$ cat config.mk
export PLATFORM = sky130hd
export DESIGN_NAME = axis_sync_fifo_flat
export DESIGN_NICKNAME = d
export VERILOG_FILES = /design/src/rtl/axis_fifo_pkg.sv /design/src/rtl/axis_if.sv /design/src/rtl/axis_fifo_ram.sv /design/src/rtl/axis_sync_fifo.sv /design/src/flat_wrapper.sv
export SDC_FILE = /design/constraint.sdc
export NUM_CORES = 1
export LEC_CHECK = 0
export BUFFER_PORTS_ARGS = -buffer_cell sky130_fd_sc_hd__buf_4
export CAP_MARGIN = 10
export CORE_UTILIZATION = 35
export DETAILED_ROUTE_END_ITERATION = 6
export HOLD_SLACK_MARGIN = 0.08
export PLACE_DENSITY = 0.56
export RECOVER_POWER = 100
export SETUP_SLACK_MARGIN = 0.5
export SLEW_MARGIN = 25
export SYNTH_ARGS = -nofsm -noshare
export SYNTH_HDL_FRONTEND = slang
export SYNTH_SLANG_ARGS = --single-unit
$ cat constraint.sdc
create_clock -name aclk -period 5.4 [get_ports aclk]
set_input_delay 1.08 -clock aclk [delete_from_list [all_inputs] [get_ports aclk]]
set_output_delay 1.08 -clock aclk [all_outputs]
set_load 0.01 [all_outputs]
$ cat src/rtl/axis_fifo_pkg.sv
// -----------------------------------------------------------------------------
// axis_fifo_pkg
// Shared definitions for the AXI4-Stream synchronous FIFO:
//   - axis_beat_t  : beat layout (tdata, tstrb, tkeep, tlast, tid, tdest, tuser)
//                    at the default widths; axis_sync_fifo mirrors this field
//                    order with its own parameter widths.
//   - beat_width() : total stored bits per beat for a given width set.
//   - depth_is_legal() : DEPTH must be a power of two and at least 2.
// -----------------------------------------------------------------------------
package axis_fifo_pkg;

  localparam int unsigned DEF_DATA_WIDTH = 32'd32;
  localparam int unsigned DEF_ID_WIDTH   = 32'd1;
  localparam int unsigned DEF_DEST_WIDTH = 32'd1;
  localparam int unsigned DEF_USER_WIDTH = 32'd1;

  // Beat layout; MSB first: data, strb, keep, last, id, dest, user.
  typedef struct packed {
    logic [DEF_DATA_WIDTH-1:0]     data;
    logic [DEF_DATA_WIDTH/8-1:0]   strb;
    logic [DEF_DATA_WIDTH/8-1:0]   keep;
    logic                          last;
    logic [DEF_ID_WIDTH-1:0]       id;
    logic [DEF_DEST_WIDTH-1:0]     dest;
    logic [DEF_USER_WIDTH-1:0]     user;
  } axis_beat_t;

  function automatic int unsigned beat_width(input int unsigned data_w,
                                             input int unsigned id_w,
                                             input int unsigned dest_w,
                                             input int unsigned user_w);
    return data_w + 32'd2 * (data_w / 32'd8) + 32'd1 + id_w + dest_w + user_w;
  endfunction

  function automatic bit depth_is_legal(input int unsigned depth);
    return (depth >= 32'd2) && ((depth & (depth - 32'd1)) == 32'd0);
  endfunction

endpackage

$ cat src/rtl/axis_if.sv
// -----------------------------------------------------------------------------
// axis_if
// AXI4-Stream bundle. master drives tvalid and payload and receives tready;
// slave is the mirror image. tstrb/tkeep are one bit per data byte.
// -----------------------------------------------------------------------------
interface axis_if #(
  parameter int DATA_WIDTH = 32,
  parameter int ID_WIDTH   = 1,
  parameter int DEST_WIDTH = 1,
  parameter int USER_WIDTH = 1
);
  logic                    tvalid;
  logic                    tready;
  logic [DATA_WIDTH-1:0]   tdata;
  logic [DATA_WIDTH/8-1:0] tstrb;
  logic [DATA_WIDTH/8-1:0] tkeep;
  logic                    tlast;
  logic [ID_WIDTH-1:0]     tid;
  logic [DEST_WIDTH-1:0]   tdest;
  logic [USER_WIDTH-1:0]   tuser;

  modport master (output tvalid, tdata, tstrb, tkeep, tlast, tid, tdest, tuser,
                  input  tready);
  modport slave  (input  tvalid, tdata, tstrb, tkeep, tlast, tid, tdest, tuser,
                  output tready);
endinterface

$ cat src/rtl/axis_fifo_ram.sv
// -----------------------------------------------------------------------------
// axis_fifo_ram
// DEPTH x WIDTH storage, one synchronous write port, one asynchronous read
// port. Contents are deliberately not reset.
//   i_clk    : write clock
//   i_we     : write enable
//   i_waddr  : write address
//   i_wdata  : write data
//   i_raddr  : read address
//   o_rdata  : read data (combinational from i_raddr)
// -----------------------------------------------------------------------------
module axis_fifo_ram #(
  parameter int DEPTH = 16,
  parameter int WIDTH = 32
) (
  input  logic                     i_clk,
  input  logic                     i_we,
  input  logic [$clog2(DEPTH)-1:0] i_waddr,
  input  logic [WIDTH-1:0]         i_wdata,
  input  logic [$clog2(DEPTH)-1:0] i_raddr,
  output logic [WIDTH-1:0]         o_rdata
);

  logic [WIDTH-1:0] r_mem [DEPTH];

  // Write port: store one beat per accepted transfer.
  always_ff @(posedge i_clk) begin
    if (i_we) begin
      r_mem[i_waddr] <= i_wdata;
    end
  end

  assign o_rdata = r_mem[i_raddr];

endmodule

$ cat src/rtl/axis_sync_fifo.sv
// -----------------------------------------------------------------------------
// axis_sync_fifo
// Single-clock first-word fall-through AXI4-Stream FIFO.
//   aclk       : clock, rising edge
//   aresetn    : asynchronous active-low reset
//   s_axis     : ingress stream (tready = !full, registered)
//   m_axis     : egress stream
//   fill_level : beats stored (registered)
//   full/empty : registered status flags
// Build option: AXIS_FIFO_PACKET_MODE_EN selects store-and-forward; m_axis
// tvalid then requires a complete packet in storage, or a full FIFO so
// packets longer than DEPTH still flow.
// -----------------------------------------------------------------------------
module axis_sync_fifo
  import axis_fifo_pkg::*;
#(
  parameter int DATA_WIDTH = 32,
  parameter int ID_WIDTH   = 1,
  parameter int DEST_WIDTH = 1,
  parameter int USER_WIDTH = 1,
  parameter int DEPTH      = 16
) (
  input  logic                     aclk,
  input  logic                     aresetn,
  axis_if.slave                    s_axis,
  axis_if.master                   m_axis,
  output logic [$clog2(DEPTH):0]   fill_level,
  output logic                     full,
  output logic                     empty
);

  localparam int AW = $clog2(DEPTH);
  localparam int KW = DATA_WIDTH / 8;
  localparam int BW = int'(beat_width(DATA_WIDTH, ID_WIDTH, DEST_WIDTH, USER_WIDTH));

  localparam logic [AW:0]   CNT_ZERO = {(AW+1){1'b0}};
  localparam logic [AW:0]   CNT_ONE  = {{AW{1'b0}}, 1'b1};
  localparam logic [AW:0]   CNT_MAX  = (AW+1)'(DEPTH);
  localparam logic [AW-1:0] PTR_ONE  = {{(AW-1){1'b0}}, 1'b1};

  if (!depth_is_legal(DEPTH)) begin : g_depth_check
    $error("axis_sync_fifo: DEPTH must be a power of two and at least 2");
  end

  // Same field order as axis_beat_t, sized by this instance's parameters.
  typedef struct packed {
    logic [DATA_WIDTH-1:0] data;
    logic [KW-1:0]         strb;
    logic [KW-1:0]         keep;
    logic                  last;
    logic [ID_WIDTH-1:0]   id;
    logic [DEST_WIDTH-1:0] dest;
    logic [USER_WIDTH-1:0] user;
  } beat_t;

  logic [AW-1:0] r_wr_ptr;
  logic [AW-1:0] r_rd_ptr;
  logic [AW:0]   r_count;
  logic          r_full;
  logic          r_empty;
  logic          r_s_ready;
  logic          r_m_valid;
  logic          w_wr;
  logic          w_rd;
  logic [AW:0]   w_count_nxt;
  logic          w_m_valid_nxt;
  beat_t         w_wr_beat;
  beat_t         w_rd_beat;

  assign w_wr = s_axis.tvalid & r_s_ready;
  assign w_rd = r_m_valid & m_axis.tready;

  assign w_wr_beat = '{data: s_axis.tdata, strb: s_axis.tstrb, keep: s_axis.tkeep,
                       last: s_axis.tlast, id: s_axis.tid, dest: s_axis.tdest,
                       user: s_axis.tuser};

  axis_fifo_ram #(
    .DEPTH (DEPTH),
    .WIDTH (BW)
  ) u_ram (
    .i_clk   (aclk),
    .i_we    (w_wr),
    .i_waddr (r_wr_ptr),
    .i_wdata (w_wr_beat),
    .i_raddr (r_rd_ptr),
    .o_rdata (w_rd_beat)
  );

  // Next fill level: write-only +1, read-only -1, both or neither unchanged.
  always_comb begin
    w_count_nxt = r_count;
    case ({w_wr, w_rd})
      2'b10:   w_count_nxt = r_count + CNT_ONE;
      2'b01:   w_count_nxt = r_count - CNT_ONE;
      default: w_count_nxt = r_count;
    endcase
  end

`ifdef AXIS_FIFO_PACKET_MODE_EN
  logic [AW:0] r_pkt_cnt;
  logic [AW:0] w_pkt_cnt_nxt;

  // Next count of complete packets held (tlast beats stored).
  always_comb begin
    w_pkt_cnt_nxt = r_pkt_cnt;
    case ({w_wr & w_wr_beat.last, w_rd & w_rd_beat.last})
      2'b10:   w_pkt_cnt_nxt = r_pkt_cnt + CNT_ONE;
      2'b01:   w_pkt_cnt_nxt = r_pkt_cnt - CNT_ONE;
      default: w_pkt_cnt_nxt = r_pkt_cnt;
    endcase
  end

  // Packet counter register.
  always_ff @(posedge aclk or negedge aresetn) begin
    if (!aresetn) begin
      r_pkt_cnt <= CNT_ZERO;
    end else begin
      r_pkt_cnt <= w_pkt_cnt_nxt;
    end
  end

  // The full term is the cut-through escape for packets longer than DEPTH.
  assign w_m_valid_nxt = (w_pkt_cnt_nxt != CNT_ZERO) || (w_count_nxt == CNT_MAX);
`else
  assign w_m_valid_nxt = (w_count_nxt != CNT_ZERO);
`endif

  // Pointers, fill level and all handshake/status flags.
  always_ff @(posedge aclk or negedge aresetn) begin
    if (!aresetn) begin
      r_wr_ptr  <= {AW{1'b0}};
      r_rd_ptr  <= {AW{1'b0}};
      r_count   <= CNT_ZERO;
      r_full    <= 1'b0;
      r_empty   <= 1'b1;
      r_s_ready <= 1'b0;
      r_m_valid <= 1'b0;
    end else begin
      if (w_wr) begin
        r_wr_ptr <= r_wr_ptr + PTR_ONE;
      end
      if (w_rd) begin
        r_rd_ptr <= r_rd_ptr + PTR_ONE;
      end
      r_count   <= w_count_nxt;
      r_full    <= (w_count_nxt == CNT_MAX);
      r_empty   <= (w_count_nxt == CNT_ZERO);
      // Registered from the next fill level, so a read while full only
      // reopens the input on the following cycle.
      r_s_ready <= (w_count_nxt != CNT_MAX);
      r_m_valid <= w_m_valid_nxt;
    end
  end

  assign s_axis.tready = r_s_ready;
  assign m_axis.tvalid = r_m_valid;
  assign m_axis.tdata  = w_rd_beat.data;
  assign m_axis.tstrb  = w_rd_beat.strb;
  assign m_axis.tkeep  = w_rd_beat.keep;
  assign m_axis.tlast  = w_rd_beat.last;
  assign m_axis.tid    = w_rd_beat.id;
  assign m_axis.tdest  = w_rd_beat.dest;
  assign m_axis.tuser  = w_rd_beat.user;
  assign fill_level    = r_count;
  assign full          = r_full;
  assign empty         = r_empty;

endmodule

$ cat src/flat_wrapper.sv
// flat-port wrapper written by rule: the top's interface ports become plain ports
module axis_sync_fifo_flat import axis_fifo_pkg::*;
#(
  parameter int DATA_WIDTH = 32,
  parameter int ID_WIDTH   = 1,
  parameter int DEST_WIDTH = 1,
  parameter int USER_WIDTH = 1,
  parameter int DEPTH      = 16
)
  (aclk, aresetn, fill_level, full, empty, s_axis_tvalid, s_axis_tdata, s_axis_tstrb, s_axis_tkeep, s_axis_tlast, s_axis_tid, s_axis_tdest, s_axis_tuser, s_axis_tready, m_axis_tvalid, m_axis_tdata, m_axis_tstrb, m_axis_tkeep, m_axis_tlast, m_axis_tid, m_axis_tdest, m_axis_tuser, m_axis_tready);
  axis_if #(.DATA_WIDTH(DATA_WIDTH), .ID_WIDTH(ID_WIDTH), .DEST_WIDTH(DEST_WIDTH), .USER_WIDTH(USER_WIDTH)) s_axis_i ();
  axis_if #(.DATA_WIDTH(DATA_WIDTH), .ID_WIDTH(ID_WIDTH), .DEST_WIDTH(DEST_WIDTH), .USER_WIDTH(USER_WIDTH)) m_axis_i ();
  input  logic aclk;
  input  logic aresetn;
  output logic [$clog2(DEPTH):0] fill_level;
  output logic full;
  output logic empty;
  input wire logic [$bits(s_axis_i.tvalid)-1:0] s_axis_tvalid;
  input wire logic [$bits(s_axis_i.tdata)-1:0] s_axis_tdata;
  input wire logic [$bits(s_axis_i.tstrb)-1:0] s_axis_tstrb;
  input wire logic [$bits(s_axis_i.tkeep)-1:0] s_axis_tkeep;
  input wire logic [$bits(s_axis_i.tlast)-1:0] s_axis_tlast;
  input wire logic [$bits(s_axis_i.tid)-1:0] s_axis_tid;
  input wire logic [$bits(s_axis_i.tdest)-1:0] s_axis_tdest;
  input wire logic [$bits(s_axis_i.tuser)-1:0] s_axis_tuser;
  output wire logic [$bits(s_axis_i.tready)-1:0] s_axis_tready;
  output wire logic [$bits(m_axis_i.tvalid)-1:0] m_axis_tvalid;
  output wire logic [$bits(m_axis_i.tdata)-1:0] m_axis_tdata;
  output wire logic [$bits(m_axis_i.tstrb)-1:0] m_axis_tstrb;
  output wire logic [$bits(m_axis_i.tkeep)-1:0] m_axis_tkeep;
  output wire logic [$bits(m_axis_i.tlast)-1:0] m_axis_tlast;
  output wire logic [$bits(m_axis_i.tid)-1:0] m_axis_tid;
  output wire logic [$bits(m_axis_i.tdest)-1:0] m_axis_tdest;
  output wire logic [$bits(m_axis_i.tuser)-1:0] m_axis_tuser;
  input wire logic [$bits(m_axis_i.tready)-1:0] m_axis_tready;
  assign s_axis_i.tvalid = s_axis_tvalid;
  assign s_axis_i.tdata = s_axis_tdata;
  assign s_axis_i.tstrb = s_axis_tstrb;
  assign s_axis_i.tkeep = s_axis_tkeep;
  assign s_axis_i.tlast = s_axis_tlast;
  assign s_axis_i.tid = s_axis_tid;
  assign s_axis_i.tdest = s_axis_tdest;
  assign s_axis_i.tuser = s_axis_tuser;
  assign s_axis_tready = s_axis_i.tready;
  assign m_axis_tvalid = m_axis_i.tvalid;
  assign m_axis_tdata = m_axis_i.tdata;
  assign m_axis_tstrb = m_axis_i.tstrb;
  assign m_axis_tkeep = m_axis_i.tkeep;
  assign m_axis_tlast = m_axis_i.tlast;
  assign m_axis_tid = m_axis_i.tid;
  assign m_axis_tdest = m_axis_i.tdest;
  assign m_axis_tuser = m_axis_i.tuser;
  assign m_axis_i.tready = m_axis_tready;
  axis_sync_fifo #(.DATA_WIDTH(DATA_WIDTH), .ID_WIDTH(ID_WIDTH), .DEST_WIDTH(DEST_WIDTH), .USER_WIDTH(USER_WIDTH), .DEPTH(DEPTH)) u_core (.aclk(aclk), .aresetn(aresetn), .s_axis(s_axis_i), .m_axis(m_axis_i), .fill_level(fill_level), .full(full), .empty(empty));
endmodule
==> impl.org, run 1 <==
** Synth
- The netlist uses 37 different library cells.
- In this run the biggest area consumer among cell types represents 76.9% of the synthesized area.
- Synth async-reset ratio :: 2.36%
- Synthesis handed over a netlist of 1083 instances.
- In this run, synthesis inferred 704 flip-flops with an integrated enable.
- Seq/Total Area, Yosys :: 78.4%
- Area contributors post-synth :: sky130_fd_sc_hd__edfxtp_1 77%, sky130_fd_sc_hd__mux4_2 18%, sky130_fd_sc_hd__dfrtp_1 1.5%, sky130_fd_sc_hd__buf_6 0.57%, sky130_fd_sc_hd__ha_1 0.36%
- Yosys top cell by area :: sky130_fd_sc_hd__edfxtp_1
- During synthesis, Yosys emitted a total of 0 warnings.
- Area of the mapped netlist :: 27500 um2
- The most used flip-flop cell after synthesis is sky130_fd_sc_hd__edfxtp_1.
- FF+latch count, synth :: 721
- Each instance of the synthesized netlist takes up on average 25.4 um2.
- Syn nets :: 1139

** Drt
- WL per Instance :: 26.0 um
- Detailed-router iteration count before antenna repair :: 5
- Across all layers, the routed design uses 11927 vias.
- Post-route DRC violation count :: 0
- Wire length reported by the detailed router :: 60.9 mm
- Final antenna-violating net count :: 0
- After the first detailed-routing iteration, the DRC count stood at 1031.
- In the routed layout, each cell is associated on average with a via count of 5.10.

** Setup path
- On the worst path, the slowest cell contributes a delay of 1.01 ns.
- STA classifies the critical path endpoint as a primary output.
- Walking the worst path, the cells encountered are clkbuf_1, mux4_2, mux4_2, buf_4.
- Start of the worst register-to-register path :: u_core.s_axis.tready
- Startpoint class of the critical path :: register
- Type of the setup path with the least slack :: reg -> out
- For the worst flop-to-flop path, the logic depth is 4.
- For the worst setup path, the data required time is 4.32 ns.
- STA puts the critical path data arrival time at 3.62 ns.
- Largest driver fanout on the critical path :: 41
- In this run the worst setup path begins at u_core.r_rd_ptr[0].
- Most numerous cell on the critical path :: sky130_fd_sc_hd__mux4_2
- Critical-path top delay cell :: sky130_fd_sc_hd__dfrtp_4

** STA
- The final number of max-transition violations was 461.
- Final critical path time including I/O delays and setup :: 4.70 ns
- Derived from the worst setup path, the maximum achievable clock frequency is 0.213 GHz.
- Headroom to the max-slew limit came out at -137%.
- Setup total negative slack on the finished layout was measured at 0 ns.
- Actual transition at the worst max-transition pin :: 3.55 ns
- Fin. Hold Viols :: 0
- Share of the clock period used by the worst path :: 87.1%
- Unrepaired setup endpoints after global routing :: no
- Setup violations remaining at the end of the flow were counted as 0.
- Layout Skew :: 0.0289 ns

** Global routing
- The first global-routing pass estimated 88.5 mm of wire.
- For this run, the total global-route usage over all layers was measured as 15.6%.
- The initial antenna violation count was 6.
- GR Overflow Total :: 0
- Maximum number of pins on one net before global-route repair :: 106
- The number of global-route vias before repair was 12927.

** Pwr
- Leakage power summed over all cells :: 9.64 nW
- IR analysis of the VDD net gives a maximum drop of 0.370 mV.
- Summing internal, switching and leakage power gives 0.0168 W.
- Total power density per cell area :: 533 nW/um2

** Cells and area
- Most frequent standard cell in the layout excluding fill and tap cells :: sky130_fd_sc_hd__edfxtp_1
- Number of nets in the layout :: 1295
- Leading cell types in the layout, fill and taps excluded :: 704 x sky130_fd_sc_hd__edfxtp_1, 218 x sky130_fd_sc_hd__mux4_2, 133 x sky130_fd_sc_hd__clkbuf_1
- Once layout is complete, the cells apart from fillers number 2340.
- From synthesis to final layout, the design area changed by 14.5%.
- Diode insertion count for antenna repair :: 0
- Of the cells placed in the final design, the portion with a size suffix greater than 1 is 26.8%.
- Filler cell count in the final layout :: 6862

** Place
- Count of input and output buffers :: 100
- The number of placed instances, taps included, is 2199.
- HPWL after detailed placement :: 30.9 mm
- Gp weighted congestion :: 0.695

** CTS
- At the later pin of the worst-skew pair, clock insertion delay measures 0.62 ns.
- Once the clock tree was built, the resizer swapped 0 gates to a different size.
- Max Buffers Root-to-Sink :: 3
- After clock tree synthesis, the clock-pin slew on the worst setup and hold paths is 0.06 ns.
- Hold repair after CTS inserted 0 buffers.
- The root buffer cell chosen for the clock tree is sky130_fd_sc_hd__clkbuf_16.
- Buffers inserted during clock tree synthesis total 78.
- The H-tree was split into 3 levels.
- CTS sink cnt :: 721
- The number of setup buffers added after CTS is 0.
- TritonCTS clock tree :: yes

** Die
- Placement Rows :: 102
- Effective utilization at floorplan :: 35.4%
- Core area :: 77600 um2
- The floorplan step defined a die boundary enclosing 79700 um2.
- From bottom edge to top edge, the die measures 282 um.
- Floorplan die width :: 282 um
- In this run the count of I/O pins placed on the die edge is 101.

** Outcome
- Status :: finished with violations
- The final reports fail on max-capacitance violations, max-slew violations.

** Worst hold path
- Worst hold path startpoint :: u_core.r_wr_ptr[2]
- Class of the most critical hold timing path :: reg -> reg
- Cell depth of the worst hold path :: 1

** Run
- Maximum Capacitance Violations :: 15
[registers in the layout, indices dropped and copies added (netlist names)]
name and flops:
u_core.r_rd_ptr 4, u_core.r_wr_ptr 4, u_core.s_axis.tready 1, u_core.u_ram.r_mem 704, u_core.m_axis.tvalid 1, u_core.empty 1, u_core.fill_level 5, u_core.full 1
[power by group]
part / internal [W] / switching (W)
clock: 0.00289 / 0.00211
sequential: 0.00681 / 0.000356
combinational: 0.00223 / 0.00236
[final cells by class]
cell class / count / area [um2] / share of cell area, %
flip-flops and latches: 721 / 21600 / 68.5
multi-input cells: 304 / 5570 / 17.7
clock buffers: 106 / 2080 / 6.60
well taps: 1040 / 1300 / 4.13
repair buffers: 132 / 656 / 2.08
clock inverters: 35 / 293 / 0.930
inverters: 2 / 7.51 / 0.0238
[cells by family (layout without fill, tap and decap cells)]
kind of cell	count (synthesis)	after routing	synth area share, %
flip-flops	721	721	78.4
XOR/XNOR	11	11	0.350
AND/OR/NAND/NOR	50	50	1.11
multiplexers	225	225	18.2
AO/OA/AOI/OAI	10	10	0.205
buffers and inverters	58	275	1.29
adder cells (fa/ha/maj)	8	8	0.364
[Yosys cell counts, drive strengths merged (2+ instances only)]
master and n:
clkbuf 21, dfrtp 16, nand3 2, edfxtp 704
mux2 3, or3b 3, nor3 3, and3 5
nand3b 3, a21oi 5, nand2 4, mux4 220
o21ai 2, nand4 2, mux2i 2, inv 2
nor3b 2, xnor2 6, and2 13, ha 8
buf 35, or3 3, xor2 5, nor2 5
nand2b 2
[final timing paths]
kind,to,slack [ns]
max,m_axis_tdest,0.70
min,u_core.r_wr_ptr[2],0.52
max in group asynchronous,u_core.r_rd_ptr[1],3.96
min in group asynchronous,u_core.fill_level[0],0.64
min reg2reg,u_core.r_wr_ptr[2],0.52
max reg2reg,u_core.u_ram.r_mem[1][9],1.14
[worst max-delay path, delay by kind of cell (launching register included)]
kind                   cells  cell delay, ns
buffers and inverters      2            0.84
muxes                      2            1.14
DFF                        1            1.01
[per-stage QoR]
stage / hold WS, ns / setup slack, ns / utilization, % / area, um2
after floorplan: 0.481 / 2.06 / - / 27500
after global placement: 0.509 / 1.59 / 38.1 / 29600
after detailed placement: 0.510 / 1.59 / 38.1 / 29600
after CTS: 0.297 / 0.915 / 41.2 / 31900
after global routing: 0.555 / 0.469 / 40.6 / 31500
final: 0.523 / 0.698 / 40.6 / 31500
[routing by layer]
| metal | GRT usage (%) | wire length, um |
|---|---|---|
| met3 | 3.16 | 3070 |
| met4 | 4.28 | 1050 |
| met2 | 25.5 | 30400 |
| met1 | 21.3 | 26400 |
| met5 | 0 | 48 |
No activity file was read; power rests on OpenSTA's default activity.
==> run 2: changes to the inputs <==
--- a/config.mk
+++ b/config.mk
@@ -9,4 +9,5 @@
 export CAP_MARGIN = 10
 export CORE_UTILIZATION = 35
+export CTS_CLUSTER_DIAMETER = 50
 export DETAILED_ROUTE_END_ITERATION = 6
 export HOLD_SLACK_MARGIN = 0.08
==> constraint.sdc (replaced) <==
create_clock -name aclk -period 5.4 [get_ports aclk]
set_input_delay 1.08 -clock aclk [delete_from_list [all_inputs] [get_ports aclk]]
set_output_delay 1.08 -clock aclk [all_outputs]
set_load 0.005 [all_outputs]
==> run 2 against run 1 <==
  * Setup slack better by 0.29 ns
  * Largest power group unchanged
  * Worst hold slack got worse by 0.0062 ns
  * The flow still finishes with violations (max-capacitance violations, max-slew violations)
  * Combinational power fell by 2%
  * Clock skew grew 0.0027 ns
  * Sequential power is 0.8% higher
  * Global-route usage about the same
  * Design area rose by 1.7%
  * Count of clock-buffer cells in the layout decreased by 12
==> impl.org, run 2 (synthesis results as in run 1) <==
** Outcome
- The flow ran to the end, but the final reports show violations.
- The final reports fail on max-capacitance violations, max-slew violations.

** STA
- Setup repair after global routing left no endpoint under its margin.
- Final Slew Violations :: 489 (+6.1%)
- The final period utilization came to 81.7% (-5.4 points).
- Final critical path time including I/O delays and setup :: 4.41 ns (-0.292 ns)
- The final-report hold violation count came to 0 (unchanged).
- The max-slew headroom at the worst pin came to -135% (+1.5 points).
- The final setup violation count came to 0 (unchanged).
- The worst clock skew on the final layout is 0.0315 ns (+0.00266 ns).
- The setup TNS after final layout was 0 ns (unchanged).
- The actual transition at the worst max-transition pin came to 3.53 ns (-0.0229 ns).
- The peak clock frequency supported by timing was 0.227 GHz (+6.6%).

** Die
- The die boundary width was 282 um (unchanged).
- The placeable core region is 77600 um2 (unchanged).
- Effective utilization at floorplan :: 35.4% (unchanged)
- Die ar. :: 79700 um2 (unchanged)
- DIE HEIGHT :: 282 um (unchanged)
- Placement Rows :: 102 (unchanged)
- The I/O pin count is 101 (unchanged).

** Setup path
- Data arrival time at the worst-slack endpoint :: 3.33 ns (-0.29 ns)
- Data required time at the worst endpoint :: 4.32 ns (about the same)
- The highest net fanout along the worst path came to 46 (+12%).
- The worst setup path is launched from a register.
- The worst setup path is of the reg -> out kind.
- The worst setup path is captured at a primary output.

** Cells and area
- The filler cell count in the final layout was 6744 (-1.7%).
- Number of nets in the layout :: 1297 (+0.15%)
- The final cell area excluding filler cells came to 32000 um2 (+1.7%).
- Fraction of layout instances using a drive strength above 1 :: 31.6% (+4.9 points)
- Max FFs per register :: 704 (unchanged)
- Most frequent standard cell in the layout excluding fill and tap cells :: sky130_fd_sc_hd__edfxtp_1
- In the layout the commonest cells are 704 x sky130_fd_sc_hd__edfxtp_1, 218 x sky130_fd_sc_hd__mux4_2, 87 x sky130_fd_sc_hd__clkbuf_1.
- Reg with most FFs :: u_core.u_ram.r_mem
- Combined area of the multi-input logic cells :: 5570 um2 (about the same)
- The count of inserted antenna diode cells came to 0 (unchanged).
- Layout Area Growth over Synthesis :: 16.5%
- Final design utilization :: 41.3% (+0.70 points)
- The register area came to 21600 um2 (unchanged).

** Worst hold path
- Class of the most critical hold timing path :: reg -> reg

** Drt
- Post-route DRC violation count :: 0 (unchanged)
- Detailed-router iteration count before antenna repair :: 4 (-1)
- Overall via count from detail_route :: 12074 (+1.2%)
- WL per Instance :: 25.9 um (-0.30%)
- Number of DRC markers in iteration 0 :: 1038 (+0.68%)
- Final antenna-violating net count :: 0 (unchanged)
- Detailed-route vias per instance :: 5.14 (+0.84%)
- Wire length reported by the detailed router :: 60.9 mm (about the same)

** Place
- The placed cell area came to 29600 um2 (about the same).
- The total half-perimeter wirelength after legalization and detailed placement was 30.7 mm (-0.66%).
- The placer's final routability congestion estimate is 0.689 (-0.82%).
- The count of input and output buffers came to 100 (unchanged).

** CTS
- TritonCTS clock tree :: yes
- The maximum level of the CTS H-tree is 3 (unchanged).
- Buffers inserted during post-CTS setup optimization :: 0 (unchanged)
- Cell at the root of the clock tree :: sky130_fd_sc_hd__clkbuf_16
- Clock buffer count from CTS :: 82 (+5.1%)
- Max Buffers Root-to-Sink :: 3 (unchanged)
- The clock latency at the later pin of the worst-skew pair was 0.63 ns (about the same).
- The clock-pin slew on the worst setup and hold paths is 0.06 ns (about the same).
- Quantity of gates resized following cts :: 0 (unchanged)
- The clock sink count was 721 (unchanged).
- The number of buffers inserted for hold repair after clock tree synthesis is 0 (unchanged).

** Pwr
- Total power density per cell area :: 546 nW/um2 (+2.5%)
- Peak supply drop :: 0.385 mV (+4.1%)
- The leakage power was 9.97 nW (+3.5%).
- Tot Pwr :: 0.0175 W (+4.2%)

** Run
- Maximum Capacitance Violations :: 16 (+1)

** Global routing
- The overall routing resource usage came to 15.6% (-0.034 points).
- Initial antenna violation count :: 6 (unchanged)
- Vias in the first global route :: 12816 (-0.86%)
- The pin count of the biggest net entering global routing was 82 (-23%).
- Wire length of the first global-routing pass :: 88.7 mm (+0.25%)
- GR Overflow Total :: 0 (unchanged)
==> run 2: cell types whose count changed in the layout (fill, tap and decap cells not counted), sizes merged <==
cell | previous run | this run
inv | 5 | 16
bufinv | 4 | 10
clkinvlp | 2 | 3
buf | 20 | 15
clkinv | 26 | 31
clkbuf | 218 | 209
==> run 2: per-stage QoR <==
stage / instances / hold WS (ns) / setup slack, ns
2_1_floorplan: 1083 / 0.481 / 2.06
3_3_place_gp: 2195 / 0.508 / 1.66
3_5_place_dp: 2196 / 0.519 / 1.64
4_1_cts: 2348 / 0.290 / 0.948
5_1_grt: 2349 / 0.564 / 0.663
6_report: 2349 / 0.517 / 0.990
==> run 2: routing by layer <==
metal  track usage (%)  vias up  wire (um)
li1                  -     5039          -
met1              21.4     6647      26800
met2              25.2      287      29900
met3              3.02       89       3050
met4              4.57       12       1140
met5                 0        -         77
==> run 2: final cells by class <==
type | instances | share of cell area (%)
Sequential cell | 721 | 67.4
Multi-Input combinational cell | 304 | 17.4
Clock buffer | 94 | 6.58
Tap cell | 1040 | 4.06
Clock inverter | 58 | 2.29
Timing Repair Buffer | 130 | 2.28
Inverter | 2 | 0.0234
==> run 2: worst max-delay path: stages (launching register included) <==
cell	delay (ns)
sky130_fd_sc_hd__dfrtp_4	0.94
sky130_fd_sc_hd__buf_4	0.55
sky130_fd_sc_hd__mux4_2	0.40
sky130_fd_sc_hd__mux4_2	0.54
sky130_fd_sc_hd__clkbuf_4	0.17
==> run 2: worst paths after layout <==
kind | depth (start not counted) | from | endpoint | slack [ns]
min in group asynchronous | 1 | aresetn | u_core.fill_level[0] | 0.62
max in group asynchronous | 1 | aresetn | u_core.r_rd_ptr[0] | 4.00
setup reg to reg | 4 | u_core.s_axis.tready | u_core.u_ram.r_mem[9][43] | 1.27
hold reg to reg | 1 | u_core.r_wr_ptr[2] | u_core.r_wr_ptr[2] | 0.52
hold / removal | 1 | u_core.r_wr_ptr[2] | u_core.r_wr_ptr[2] | 0.52
setup / recovery | 4 | u_core.r_rd_ptr[1] | m_axis_tdata[23] | 0.99
==> run 2: power breakdown <==
group	internal [W]	switching [W]
sequential	0.00681	0.000415
clock	0.00337	0.00237
combinational	0.00233	0.00218
total	0.0125	0.00497
